--- config.mk ---
export PLATFORM = sky130hd
export DESIGN_NAME = uart_tx_arbiter
export DESIGN_NICKNAME = d
export VERILOG_FILES = /design/src/rtl/uart_pkg.sv /design/src/rtl/uart_rr_picker.sv /design/src/rtl/uart_tx_arbiter.sv
export SDC_FILE = /design/constraint.sdc
export NUM_CORES = 1
export LEC_CHECK = 0
export ABC_AREA = 1
export ABC_CLOCK_PERIOD_IN_PS = 2500
export BUFFER_PORTS_ARGS = -buffer_cell sky130_fd_sc_hd__buf_2
export CORE_MARGIN = 4
export CORE_UTILIZATION = 42
export DETAILED_ROUTE_END_ITERATION = 10
export GPL_ROUTABILITY_DRIVEN = 1
export PLACE_DENSITY = 0.91
export REMOVE_ABC_BUFFERS = 1
export SLEW_MARGIN = 20
export SYNTH_ARGS = -nofsm -noshare
export SYNTH_HDL_FRONTEND = slang
export SYNTH_SLANG_ARGS = --single-unit
--- constraint.sdc ---
create_clock -name aclk -period 2.5 [get_ports aclk]
set_input_delay 0.75 -clock aclk [delete_from_list [all_inputs] [get_ports aclk]]
set_output_delay 0.75 -clock aclk [all_outputs]
set_load 0.005 [all_outputs]
--- src/rtl/uart_pkg.sv ---
// -----------------------------------------------------------------------------
// uart_pkg
// Shared types and constants for the UART-side stream blocks.
//   byte_t       : one 8-bit stream beat
//   arb_state_t  : arbiter FSM states (ST_TAG is only reachable when the
//                  arbiter is built with UART_ARB_TAG_EN)
//   TAG_NIBBLE   : upper nibble of the per-message header byte
//   tag_byte()   : builds the header byte {TAG_NIBBLE, id}
// -----------------------------------------------------------------------------
package uart_pkg;

    typedef logic [7:0] byte_t;

    typedef enum logic [1:0] {
        ST_IDLE = 2'b00,
        ST_TAG  = 2'b01,
        ST_DATA = 2'b10
    } arb_state_t;

    localparam logic [3:0] TAG_NIBBLE = 4'hF;

    // Header byte announcing which source owns the following message.
    function automatic byte_t tag_byte(input logic [3:0] id);
        return {TAG_NIBBLE, id};
    endfunction

endpackage

--- src/rtl/uart_rr_picker.sv ---
// -----------------------------------------------------------------------------
// uart_rr_picker
// Combinational round-robin picker. Finds the first asserted request bit
// searching upward from last+1, wrapping modulo NUM_SRC.
// Ports:
//   req   [NUM_SRC] : request vector
//   last  [ID_W]    : index granted most recently (search starts after it)
//   found           : at least one request is asserted
//   idx   [ID_W]    : selected index (0 when found is low)
// -----------------------------------------------------------------------------
module uart_rr_picker
    import uart_pkg::*;
#(
    parameter int NUM_SRC = 4,
    parameter int ID_W    = $clog2(NUM_SRC)
) (
    input  logic [NUM_SRC-1:0] req,
    input  logic [ID_W-1:0]    last,
    output logic               found,
    output logic [ID_W-1:0]    idx
);

    localparam logic [ID_W:0] NUM_SRC_W = (ID_W+1)'(NUM_SRC);

    // Scan from the farthest distance down to the nearest so that the
    // closest requester after 'last' is the one left in idx.
    always_comb begin : scan
        logic [ID_W:0]   sum_s;
        logic [ID_W-1:0] cand_s;
        found  = 1'b0;
        idx    = '0;
        sum_s  = '0;
        cand_s = '0;
        for (int k = NUM_SRC; k >= 1; k--) begin
            sum_s  = {1'b0, last} + (ID_W+1)'(k);
            sum_s  = (sum_s >= NUM_SRC_W) ? (sum_s - NUM_SRC_W) : sum_s;
            cand_s = sum_s[ID_W-1:0];
            found  = found | req[cand_s];
            idx    = req[cand_s] ? cand_s : idx;
        end
    end

endmodule

--- src/rtl/uart_tx_arbiter.sv ---
// -----------------------------------------------------------------------------
// uart_tx_arbiter
// Round-robin, packet-locked arbiter sharing one uart_tx byte stream among
// NUM_SRC AXI-Stream byte producers. A granted source keeps the UART until
// its tlast beat is accepted, so messages never interleave.
//
// Build option:
//   UART_ARB_TAG_EN  defined   -> every message is preceded by header byte
//                                 0xF0|id (TAG state compiled in)
//                    undefined -> output stream is exactly the source bytes
//
// Ports:
//   aclk, aresetn        clock, asynchronous active-low reset
//   s_axis_tvalid[N]     per-source valid
//   s_axis_tdata[N*8]    per-source byte, source i at [8i+7:8i]
//   s_axis_tlast[N]      per-source end-of-message
//   s_axis_tready[N]     per-source ready (one-hot or zero)
//   m_axis_tvalid/tdata  byte stream toward uart_tx
//   m_axis_tready        ready from uart_tx
//   grant_id[ID_W]       current or last granted source
//   busy                 high whenever the FSM is not idle
// -----------------------------------------------------------------------------
module uart_tx_arbiter
    import uart_pkg::*;
#(
    parameter int NUM_SRC = 4,
    parameter int ID_W    = $clog2(NUM_SRC)
) (
    input  logic                 aclk,
    input  logic                 aresetn,
    input  logic [NUM_SRC-1:0]   s_axis_tvalid,
    input  logic [NUM_SRC*8-1:0] s_axis_tdata,
    input  logic [NUM_SRC-1:0]   s_axis_tlast,
    output logic [NUM_SRC-1:0]   s_axis_tready,
    output logic                 m_axis_tvalid,
    output logic [7:0]           m_axis_tdata,
    input  logic                 m_axis_tready,
    output logic [ID_W-1:0]      grant_id,
    output logic                 busy
);

    // After reset the search must start at source 0.
    localparam logic [ID_W-1:0] LAST_RST = ID_W'(NUM_SRC - 1);

    arb_state_t          state_r;
    logic [ID_W-1:0]     grant_r;
    logic [ID_W-1:0]     last_grant_r;
    logic                busy_r;

    byte_t               src_byte_s [NUM_SRC];
    logic                pick_found_s;
    logic [ID_W-1:0]     pick_idx_s;
    logic                msg_end_s;

    logic                m_tvalid_s;
    byte_t               m_tdata_s;
    logic [NUM_SRC-1:0]  s_tready_s;

    for (genvar g = 0; g < NUM_SRC; g++) begin : g_unpack
        assign src_byte_s[g] = s_axis_tdata[8*g +: 8];
    end

    uart_rr_picker #(
        .NUM_SRC (NUM_SRC),
        .ID_W    (ID_W)
    ) u_picker (
        .req   (s_axis_tvalid),
        .last  (last_grant_r),
        .found (pick_found_s),
        .idx   (pick_idx_s)
    );

    // Message ends when the granted source's tlast beat is accepted.
    assign msg_end_s = (state_r == ST_DATA) && s_axis_tvalid[grant_r] &&
                       s_axis_tlast[grant_r] && m_axis_tready;

    // Grant FSM: registered arbitration decision and packet lock.
    always_ff @(posedge aclk or negedge aresetn) begin
        if (!aresetn) begin
            state_r      <= ST_IDLE;
            grant_r      <= '0;
            last_grant_r <= LAST_RST;
            busy_r       <= 1'b0;
        end else begin
            case (state_r)
                ST_IDLE: begin
                    if (pick_found_s) begin
                        grant_r      <= pick_idx_s;
                        last_grant_r <= pick_idx_s;
                        busy_r       <= 1'b1;
`ifdef UART_ARB_TAG_EN
                        state_r      <= ST_TAG;
`else
                        state_r      <= ST_DATA;
`endif
                    end else begin
                        state_r      <= ST_IDLE;
                        busy_r       <= 1'b0;
                    end
                end
`ifdef UART_ARB_TAG_EN
                ST_TAG: begin
                    if (m_axis_tready) begin
                        state_r <= ST_DATA;
                    end else begin
                        state_r <= ST_TAG;
                    end
                end
`endif
                ST_DATA: begin
                    if (msg_end_s) begin
                        state_r <= ST_IDLE;
                        busy_r  <= 1'b0;
                    end else begin
                        state_r <= ST_DATA;
                    end
                end
                default: begin
                    state_r <= ST_IDLE;
                    busy_r  <= 1'b0;
                end
            endcase
        end
    end

    // Stream mux: m_axis_tvalid depends only on state and the granted
    // source, never on m_axis_tready; ready is routed back only in DATA.
    always_comb begin
        m_tvalid_s = 1'b0;
        m_tdata_s  = 8'h00;
        s_tready_s = '0;
        case (state_r)
            ST_IDLE: begin
                m_tvalid_s = 1'b0;
            end
`ifdef UART_ARB_TAG_EN
            ST_TAG: begin
                m_tvalid_s = 1'b1;
                m_tdata_s  = tag_byte(4'(grant_r));
            end
`endif
            ST_DATA: begin
                m_tvalid_s          = s_axis_tvalid[grant_r];
                m_tdata_s           = src_byte_s[grant_r];
                s_tready_s[grant_r] = m_axis_tready;
            end
            default: begin
                m_tvalid_s = 1'b0;
            end
        endcase
    end

    assign m_axis_tvalid = m_tvalid_s;
    assign m_axis_tdata  = m_tdata_s;
    assign s_axis_tready = s_tready_s;
    assign grant_id      = grant_r;
    assign busy          = busy_r;

endmodule

==> results.py, run 1 <==
metrics = {
    "route": {
        "ant_nets": 0,
        "remaining_drc_errors": 0,
        "dr.pass1.iters": 5,
        "wl_um": 2420,
        "via_per_inst": 5.03,
        "dr_total_vias": 1086,
        "wl_per_cell_um": 11.2,
        "drt-initial-drc-count": 28,
    },
    "synthesis": {
        "synth_fa_ha_area_share_pct": 0,
        "synth_edf_count": 0,
        "syn_inst": 132,
        "synth_area_um2": 768,
        "synthTopCellsByArea": "nand2_1 (29%), dfrtp_1 (13%), a22oi_1 (7.8%)",
        "yosysSeqAreaShare_pct": 19.9,
        "synth.distinct_cells": 23,
        "synth-xor-area-share_pct": 0,
        "synthSimpleGateAreaFrac_pct": 52.8,
        "synthArstFlopShare_pct": 100,
        "synth_ff_type": "dfrtp_1",
        "avgSynthCellArea_um2": 5.82,
        "yosysWarnings": 0,
        "synth_common_cells": "nand2_1 (59), inv_1 (9), a22oi_1 (8), a31oi_1 (8), nand2_2 (8)",
        "synth_mux_area_share_pct": 0,
        "synth_compound_area_share_pct": 16.8,
        "ys_seq_elements": 6,
        "synth_most_common_cell": "nand2_1",
        "synth.top_cell.area_share_pct": 28.8,
        "synth_largest_area_cell": "nand2_1",
        "synth_top_family_by_area": "simple AND/OR/NAND/NOR gates",
    },
    "setup_path": {
        "cpPeakStageDelay_ps": 480,
        "worstReg2RegEnd": "busy$_DFFE_PN0P_",
        "crit_buf_inv": 1,
        "r2r_cells": 6,
        "crit_slowest_cell": "dfrtp_1",
        "crit_arrival_ps": 1580,
        "path_cells": "nor2_2, a22oi_1, a31oi_1, buf_2",
        "critPathCaptureType": "primary output",
        "required_ps": 1750,
        "crit_path_start_kind": "register",
        "path_max_fanout": 10,
        "critPathKind": "register to primary output",
        "reg2reg_from": "grant_id[1]$_DFFE_PN0P_",
        "path_delay_family": "flip-flops",
        "reg2reg_slack_ps": 1000,
    },
    "pwr": {
        "switching_share_pct": 51.6,
        "power.switching_uw": 581,
        "pwr-share-comb_pct": 71.9,
        "vdd_drop_max_uv": 580,
        "intPower_uw": 545,
        "p_leak_uw": 0.000623,
        "seqPwrFrac_pct": 19.9,
        "p_per_area_mw_per_mm2": 1030,
        "total_power_uw": 1130,
        "power_frac_clock_pct": 8.2,
    },
    "timing": {
        "maxSlewHeadroom_pct": 71.5,
        "setup_viol": 0,
        "fin_setup_tns_ps": 0,
        "rsz0062_at_grt": "no",
        "period_share_pct": 93.4,
        "finalClockSkew_ps": 4.74,
        "worst_pin_slew_ps": 427,
        "slew_viol_final": 0,
        "fmax_mhz": 428,
        "hold_viol_final": 0,
        "setup_slack_ps": 166,
        "period_needed_ps": 2330,
    },
    "placement": {
        "post-place-ws_ps": 440,
        "placedCellCount": 212,
        "numPortBuffers": 58,
        "place_hpwl_um": 2060,
        "place_congestion": 0.785,
    },
    "status": {
        "outcome": "complete, no violations",
    },
    "floorplanning": {
        "chipWidth_um": 50.8,
        "start_util_pct": 44.5,
        "die_area_mm2": 0.00258,
        "coreArea_mm2": 0.00173,
        "rows": 15,
        "boundaryPins": 59,
        "die_h_um": 50.8,
    },
    "clocking": {
        "cts_setup_buffers": 0,
        "root_buffer": "clkbuf_4",
        "ctsHoldBuffers": 0,
        "post_cts_resized": 0,
        "cts_tree": "done",
        "clk-insertion-delay-late_ps": 240,
        "cts_buffer_depth": 2,
        "clock_sinks": 6,
        "cts_max_level": 1,
        "numCtsBuffers": 3,
        "clkSlewWorstSetupHoldPaths_ps": 50,
    },
    "grt": {
        "busiest_layer": "met2",
        "grt_pass1_wl_um": 4000,
        "use_met2_pct": 36.1,
        "met1_usage_pct": 21.8,
        "globalRouteOverflowTotal": 0,
        "met3_usage_pct": 5.64,
        "grt_max_degree": 12,
        "antenna_found_initial": 0,
        "grt.total_usage_pct": 19.7,
        "grt_pass1_vias": 966,
    },
    "layout": {
        "instances_no_fill": 216,
        "nets": 235,
        "syn_to_final_growth_pct": 41.9,
        "drive_above_1_share_pct": 42.9,
        "diodes": 0,
    },
    "min_path": {
        "hold_path_class": "input port to async pin",
    },
    "flow_run": {
        "timing.max_cap.violations": 0,
    },
}
how the worst max path moves through the flow:
stage	start	endpoint	slack (ps)	cells past startpoint
4_1_cts	grant_id[1]$_DFFE_PN0P_	m_axis_tvalid	170	6
3_5_place_dp	grant_id[1]$_DFFE_PN0P_	m_axis_tvalid	440	6
3_3_place_gp	s_axis_tvalid[0]	m_axis_tvalid	460	6
5_1_grt	grant_id[1]$_DFFE_PN0P_	m_axis_tdata[2]	20	4
6_report	grant_id[1]$_DFFE_PN0P_	m_axis_tdata[2]	170	4
2_1_floorplan	grant_id[1]$_DFFE_PN0P_	m_axis_tvalid	690	5
worst reg2reg max path, delay by kind of cell (launching register included):
kind / cells / cell delay (ps)
flip-flops: 1 / 480
AO/OA/AOI/OAI: 1 / 110
AND/OR/NAND/NOR: 5 / 800
logic make-up (layout without fill, tap and decap cells):
kind of cell           Yosys count  after routing
AND/OR/NAND/NOR                 90             90
buffers and inverters           17             76
flip-flops                       6              6
AO/OA/AOI/OAI                   19             19
state kept, by name (all words and copies together) (netlist names):
signal	cells
grant_id	2
last_grant_r	2
busy	1
state_r	1
layer usage:
metal / vias to the layer above / share of wire, %
met1: 467 / 39
met2: 65 / 48
met3: 2 / 13
met5: - / 0
li1: 552 / -
met4: 0 / 0.29
power groups by stage:
stage | logic, uW | clock network [uW] | registers, uW
detailed placement | 811 | 0 | 226
CTS | 813 | 98.0 | 225
finish | 810 | 92.2 | 224
global placement | 788 | 0 | 224
floorplan | 544 | 0 | 218
global route | 925 | 108 | 236
per-stage QoR:
| step | utilization [%] | instance area, um^2 | hold WS [ps] |
|---|---|---|---|
| after floorplan | - | 742 | 454 |
| after global placement | 61.6 | 1060 | 487 |
| after detailed placement | 61.6 | 1060 | 500 |
| after CTS | 63.1 | 1090 | 313 |
| after global routing | 63.1 | 1090 | 303 |
| final | 63.1 | 1090 | 319 |
placed cells by master (no fill, tap or decap), types with 3 or more instances in the layout:
cell type,n
buf_2,58
dfrtp_1,4
nand3_1,5
nor2_1,7
inv_2,4
nand2_1,59
inv_1,9
nand2_2,8
clkbuf_4,3
a22oi_1,8
a31oi_1,8
layout make-up:
| cell class | count | area (um^2) |
|---|---|---|
| clock buffers | 4 | 26.3 |
| fillers | 172 | 637 |
| inverters | 14 | 55.1 |
| multi-input cells | 109 | 534 |
| flip-flops and latches | 6 | 153 |
| well taps | 25 | 31.3 |
| repair buffers | 58 | 290 |
Note: power is estimated with default switching activity, not from simulation.
==> run 2: changes to the inputs <==
HOLD_SLACK_MARGIN = 0.12   (was default)
RECOVER_POWER = 100   (was default)
==> results.py, run 2 (synthesized netlist as in run 1, its figures left out) <==
metrics = {
    "grt": {
        "use_met2_pct": 36.1,
        "globalRouteOverflowTotal": 0,
        "grt_pass1_wl_um": 4000,
        "antenna_found_initial": 0,
        "busiest_layer": "met2",
        "grt_max_degree": 12,
        "met3_usage_pct": 5.64,
        "grt_pass1_vias": 966,
        "grt.total_usage_pct": 19.7,
        "met1_usage_pct": 21.8,
    },
    "placement": {
        "numPortBuffers": 58,
        "place_hpwl_um": 2060,
        "post-place-ws_ps": 440,
        "place_congestion": 0.785,
    },
    "timing": {
        "fin_setup_tns_ps": 0,
        "period_share_pct": 93.7,
        "rsz0062_at_grt": "no",
        "slew_viol_final": 0,
        "setup_viol": 0,
        "worst_pin_slew_ps": 426,
        "hold_viol_final": 0,
        "fmax_mhz": 427,
        "period_needed_ps": 2340,
        "setup_slack_ps": 156,
        "finalClockSkew_ps": 5.42,
        "maxSlewHeadroom_pct": 71.6,
    },
    "floorplanning": {
        "die_h_um": 50.8,
        "start_util_pct": 44.5,
        "rows": 15,
        "chipWidth_um": 50.8,
        "boundaryPins": 59,
        "coreArea_mm2": 0.00173,
        "die_area_mm2": 0.00258,
    },
    "route": {
        "via_per_inst": 4.96,
        "wl_um": 2430,
        "dr_total_vias": 1071,
        "ant_nets": 0,
        "remaining_drc_errors": 0,
        "drt-initial-drc-count": 40,
        "dr.pass1.iters": 4,
        "wl_per_cell_um": 11.3,
    },
    "setup_path": {
        "critPathKind": "register to primary output",
        "cpPeakStageDelay_ps": 480,
        "path_delay_family": "simple AND/OR/NAND/NOR gates",
        "crit_slowest_cell": "dfrtp_1",
        "crit_path_start_kind": "register",
        "path_max_fanout": 10,
        "path_cells": "nor2_2, nand2_1, nand4_1, inv_1, nor2_1, clkbuf_2",
        "critPathCaptureType": "primary output",
        "required_ps": 1750,
        "crit_arrival_ps": 1590,
        "crit_buf_inv": 2,
    },
    "pwr": {
        "power_frac_clock_pct": 8.5,
        "p_leak_uw": 0.000568,
        "power.switching_uw": 575,
        "intPower_uw": 510,
        "pwr-share-comb_pct": 71.4,
        "vdd_drop_max_uv": 574,
        "switching_share_pct": 53.0,
        "p_per_area_mw_per_mm2": 1030,
        "seqPwrFrac_pct": 20.1,
    },
    "layout": {
        "drive_above_1_share_pct": 33.0,
        "final_cell_mix": "nand2_1 (61), buf_2 (42), clkbuf_1 (15), inv_1 (9)",
        "final_common_cell": "nand2_1",
        "nets": 235,
        "diodes": 0,
        "syn_to_final_growth_pct": 37.5,
    },
    "clocking": {
        "cts_tree": "done",
        "clk-insertion-delay-late_ps": 240,
        "cts_buffer_depth": 2,
        "cts_max_level": 1,
        "post_cts_resized": 0,
        "numCtsBuffers": 3,
        "ctsHoldBuffers": 0,
        "clock_sinks": 6,
        "clkSlewWorstSetupHoldPaths_ps": 50,
        "cts_setup_buffers": 0,
        "root_buffer": "clkbuf_4",
    },
    "status": {
        "outcome": "complete, no violations",
    },
    "flow_run": {
        "timing.max_cap.violations": 0,
    },
    "min_path": {
        "hold_path_class": "input port to async pin",
    },
}
run 2: changes by cell type in the layout (fill, tap and decap cells not counted), moves of 2 or more:
cell / delta
clkbuf_2: +2
buf_2: -16
nand2_1: +2
nand2_2: -2
clkbuf_1: +14
run 2: power groups by stage:
stage	combinational (uW)	clock (uW)	sequential, uW
2_1_floorplan	544	0	218
5_1_grt	889	108	230
4_1_cts	813	98.0	225
3_5_place_dp	811	0	226
3_3_place_gp	788	0	224
6_report	775	92.4	218
run 2: stage by stage:
step	util, %	cells	hold WS, ps	area (um^2)	power, uW
floorplan	-	129	454	742	762
global placement	61.6	212	487	1060	1010
detailed placement	61.6	212	500	1060	1040
CTS	63.1	216	313	1090	1140
global route	61.2	216	361	1060	1230
finish	61.2	216	362	1060	1090
run 2: path summary, 6_finish.rpt:
kind,start,end,slack [ps],cells after the start
min in group aclk,last_grant_r[1]$_DFFE_PN1P_,last_grant_r[1]$_DFFE_PN1P_,500,2
max in group asynchronous,aresetn,last_grant_r[1]$_DFFE_PN1P_,1850,1
worst min-delay path,aresetn,grant_id[1]$_DFFE_PN0P_,360,1
worst max-delay path,grant_id[1]$_DFFE_PN0P_,m_axis_tvalid,160,6
worst min register to register,last_grant_r[1]$_DFFE_PN1P_,last_grant_r[1]$_DFFE_PN1P_,500,2
worst max register to register,last_grant_r[0]$_DFFE_PN1P_,last_grant_r[0]$_DFFE_PN1P_,690,8
run 2: layer usage:
layer	up-vias	part of all wire, %
met3	2	11
li1	549	-
met1	467	41
met2	53	48
met5	-	0
met4	0	0.41
run 2: cell type report:
cell class | instances | area [um^2]
Tap cell | 25 | 31.3
Sequential cell | 6 | 153
Multi-Input combinational cell | 109 | 519
Fill cell | 189 | 671
Clock buffer | 4 | 26.3
Timing Repair Buffer | 58 | 273
Inverter | 14 | 53.8
==> run 3: changes to the inputs <==
--- a/constraint.sdc
+++ b/constraint.sdc
@@ -3,2 +3,2 @@
 set_output_delay 0.75 -clock aclk [all_outputs]
-set_load 0.005 [all_outputs]
+set_load 0.01 [all_outputs]
==> results.py, run 3 (synthesized netlist as in run 1, its figures left out) <==
metrics = {
    "status": {
        "outcome": "complete, no violations",
    },
    "timing": {
        "slew_viol_final": 0,
        "setup_viol": 0,
        "finalClockSkew_ps": 1.24,
        "worst_pin_slew_ps": 392,
        "fin_setup_tns_ps": 0,
        "rsz0062_at_grt": "no",
        "maxSlewHeadroom_pct": 73.9,
        "period_needed_ps": 2370,
        "hold_viol_final": 0,
        "period_share_pct": 94.7,
        "fmax_mhz": 423,
    },
    "route": {
        "drt-initial-drc-count": 26,
        "via_per_inst": 5.13,
        "dr_total_vias": 1107,
        "wl_um": 2640,
        "remaining_drc_errors": 0,
        "ant_nets": 0,
        "wl_per_cell_um": 12.2,
        "dr.pass1.iters": 4,
    },
    "clocking": {
        "numCtsBuffers": 3,
        "clock_sinks": 6,
        "cts_setup_buffers": 0,
        "cts_max_level": 1,
        "cts_buffer_depth": 2,
        "clk-insertion-delay-late_ps": 240,
        "clkSlewWorstSetupHoldPaths_ps": 50,
        "cts_tree": "done",
        "root_buffer": "clkbuf_4",
        "ctsHoldBuffers": 0,
    },
    "setup_path": {
        "r2r_cells": 9,
        "worstReg2RegEnd": "grant_id[0]$_DFFE_PN0P_",
        "reg2reg_slack_ps": 830,
        "required_ps": 1750,
        "critPathCaptureType": "primary output",
        "path_max_fanout": 10,
        "crit_slowest_cell": "dfrtp_1",
        "crit_arrival_ps": 1620,
        "reg2reg_from": "last_grant_r[0]$_DFFE_PN1P_",
        "cpPeakStageDelay_ps": 570,
        "crit_path_start_kind": "register",
        "crit_top_cell": "nand2_1",
        "path_cells": "nand2_1, inv_2, nand2_1, nand4_1, inv_1, nor2_1, buf_2",
        "path_delay_family": "flip-flops",
        "critPathKind": "register to primary output",
        "crit_buf_inv": 3,
    },
    "layout": {
        "final_common_cell": "nand2_1",
        "syn_to_final_growth_pct": 39.3,
        "final_cell_mix": "nand2_1 (61), buf_2 (44), clkbuf_1 (14), inv_1 (10)",
        "fill_cells": 166,
        "final_cell_area_mm2": 0.00107,
        "multi_input_area_um2": 531,
        "drive_above_1_share_pct": 33.5,
        "nets": 235,
        "diodes": 0,
        "regArea_um2": 153,
    },
    "floorplanning": {
        "boundaryPins": 59,
        "die_h_um": 50.8,
        "start_util_pct": 44.5,
        "die_area_mm2": 0.00258,
        "coreArea_mm2": 0.00173,
        "rows": 15,
        "chipWidth_um": 50.8,
    },
    "placement": {
        "place_hpwl_um": 2190,
        "placed_area_mm2": 0.00106,
        "place_congestion": 0.780,
        "numPortBuffers": 58,
    },
    "grt": {
        "grt_pass1_wl_um": 3970,
        "globalRouteOverflowTotal": 0,
        "grt.total_usage_pct": 19.8,
        "antenna_found_initial": 0,
        "grt_pass1_vias": 958,
        "grt_max_degree": 12,
    },
    "min_path": {
        "hold_path_class": "input port to async pin",
    },
    "pwr": {
        "vdd_drop_max_uv": 649,
        "p_leak_uw": 0.000579,
        "p_per_area_mw_per_mm2": 1100,
    },
    "flow_run": {
        "timing.max_cap.violations": 0,
    },
}
[run 3: cell count changes in the layout (fill, tap and decap cells not counted)]
cell,previous run,this run
inv_2,4,3
clkinvlp_2,1,0
nor2_4,1,2
nand4_1,3,2
inv_1,9,10
nor2_2,2,1
clkbuf_1,15,14
inv_4,0,1
buf_2,42,44
nand4_2,0,1
clkbuf_2,2,1
[run 3: where the power goes]
| part | total (uW) | switching (uW) | internal [uW] |
|---|---|---|---|
| Sequential | 231 | 81.6 | 150 |
| Clock | 98.4 | 37.8 | 60.7 |
| Combinational | 843 | 537 | 306 |
[run 3: metal layers]
metal / track usage (%) / vias up / wire length, um
met2: 35.9 / 60 / 1300
met4: 7.17 / 0 / 26
met1: 22.3 / 490 / 1040
li1: - / 553 / -
met3: 4.45 / 4 / 277
met5: 0 / - / 0
[run 3: worst reg2reg max path, cell delays in order, from the launching register on]
cell     delay (ps)
dfstp_1         730
nand2_1         150
nand2_1         110
nand2_1         120
nand3_1         110
nand3_1          90
nand2_1          60
nand2_1          40
nand2_1          90
nand2_1          50
[run 3: worst max path at each step]
| stage | from | to | depth (start not counted) |
|---|---|---|---|
| 6_report | grant_id[1]$_DFFE_PN0P_ | m_axis_tvalid | 7 |
| 5_1_grt | grant_id[0]$_DFFE_PN0P_ | m_axis_tdata[2] | 5 |
| 4_1_cts | grant_id[1]$_DFFE_PN0P_ | m_axis_tvalid | 6 |
| 3_5_place_dp | grant_id[1]$_DFFE_PN0P_ | m_axis_tvalid | 6 |
| 3_3_place_gp | s_axis_tvalid[0] | m_axis_tvalid | 6 |
| 2_1_floorplan | grant_id[1]$_DFFE_PN0P_ | m_axis_tvalid | 5 |
[run 3: stage by stage]
stage                     hold WS [ps]  util (%)  instances  power, uW  setup WS (ps)
after floorplan                    454         -        129        816            602
after global routing               378      62.0        216       1290           37.2
after global placement             488      61.6        212       1070            441
after detailed placement           493      61.6        212       1100            410
after CTS                          313      63.1        216       1200            143
final                              374      62.0        216       1170            134
[run 3: layout make-up]
cell class / instances / share of cell area (%)
multi-input combinational: 109 / 49.6
tap: 25 / 2.92
inverter: 14 / 5.15
sequential: 6 / 14.3
timing repair buffer: 58 / 25.6
clock buffer: 4 / 2.46
[run 3: repair_timing]
action / 4_1_cts / 5_1_grt
resized for setup: 0 / 1
endpoints found under the setup margin: 0 / 2
hold endpoints to repair: 0 / 0
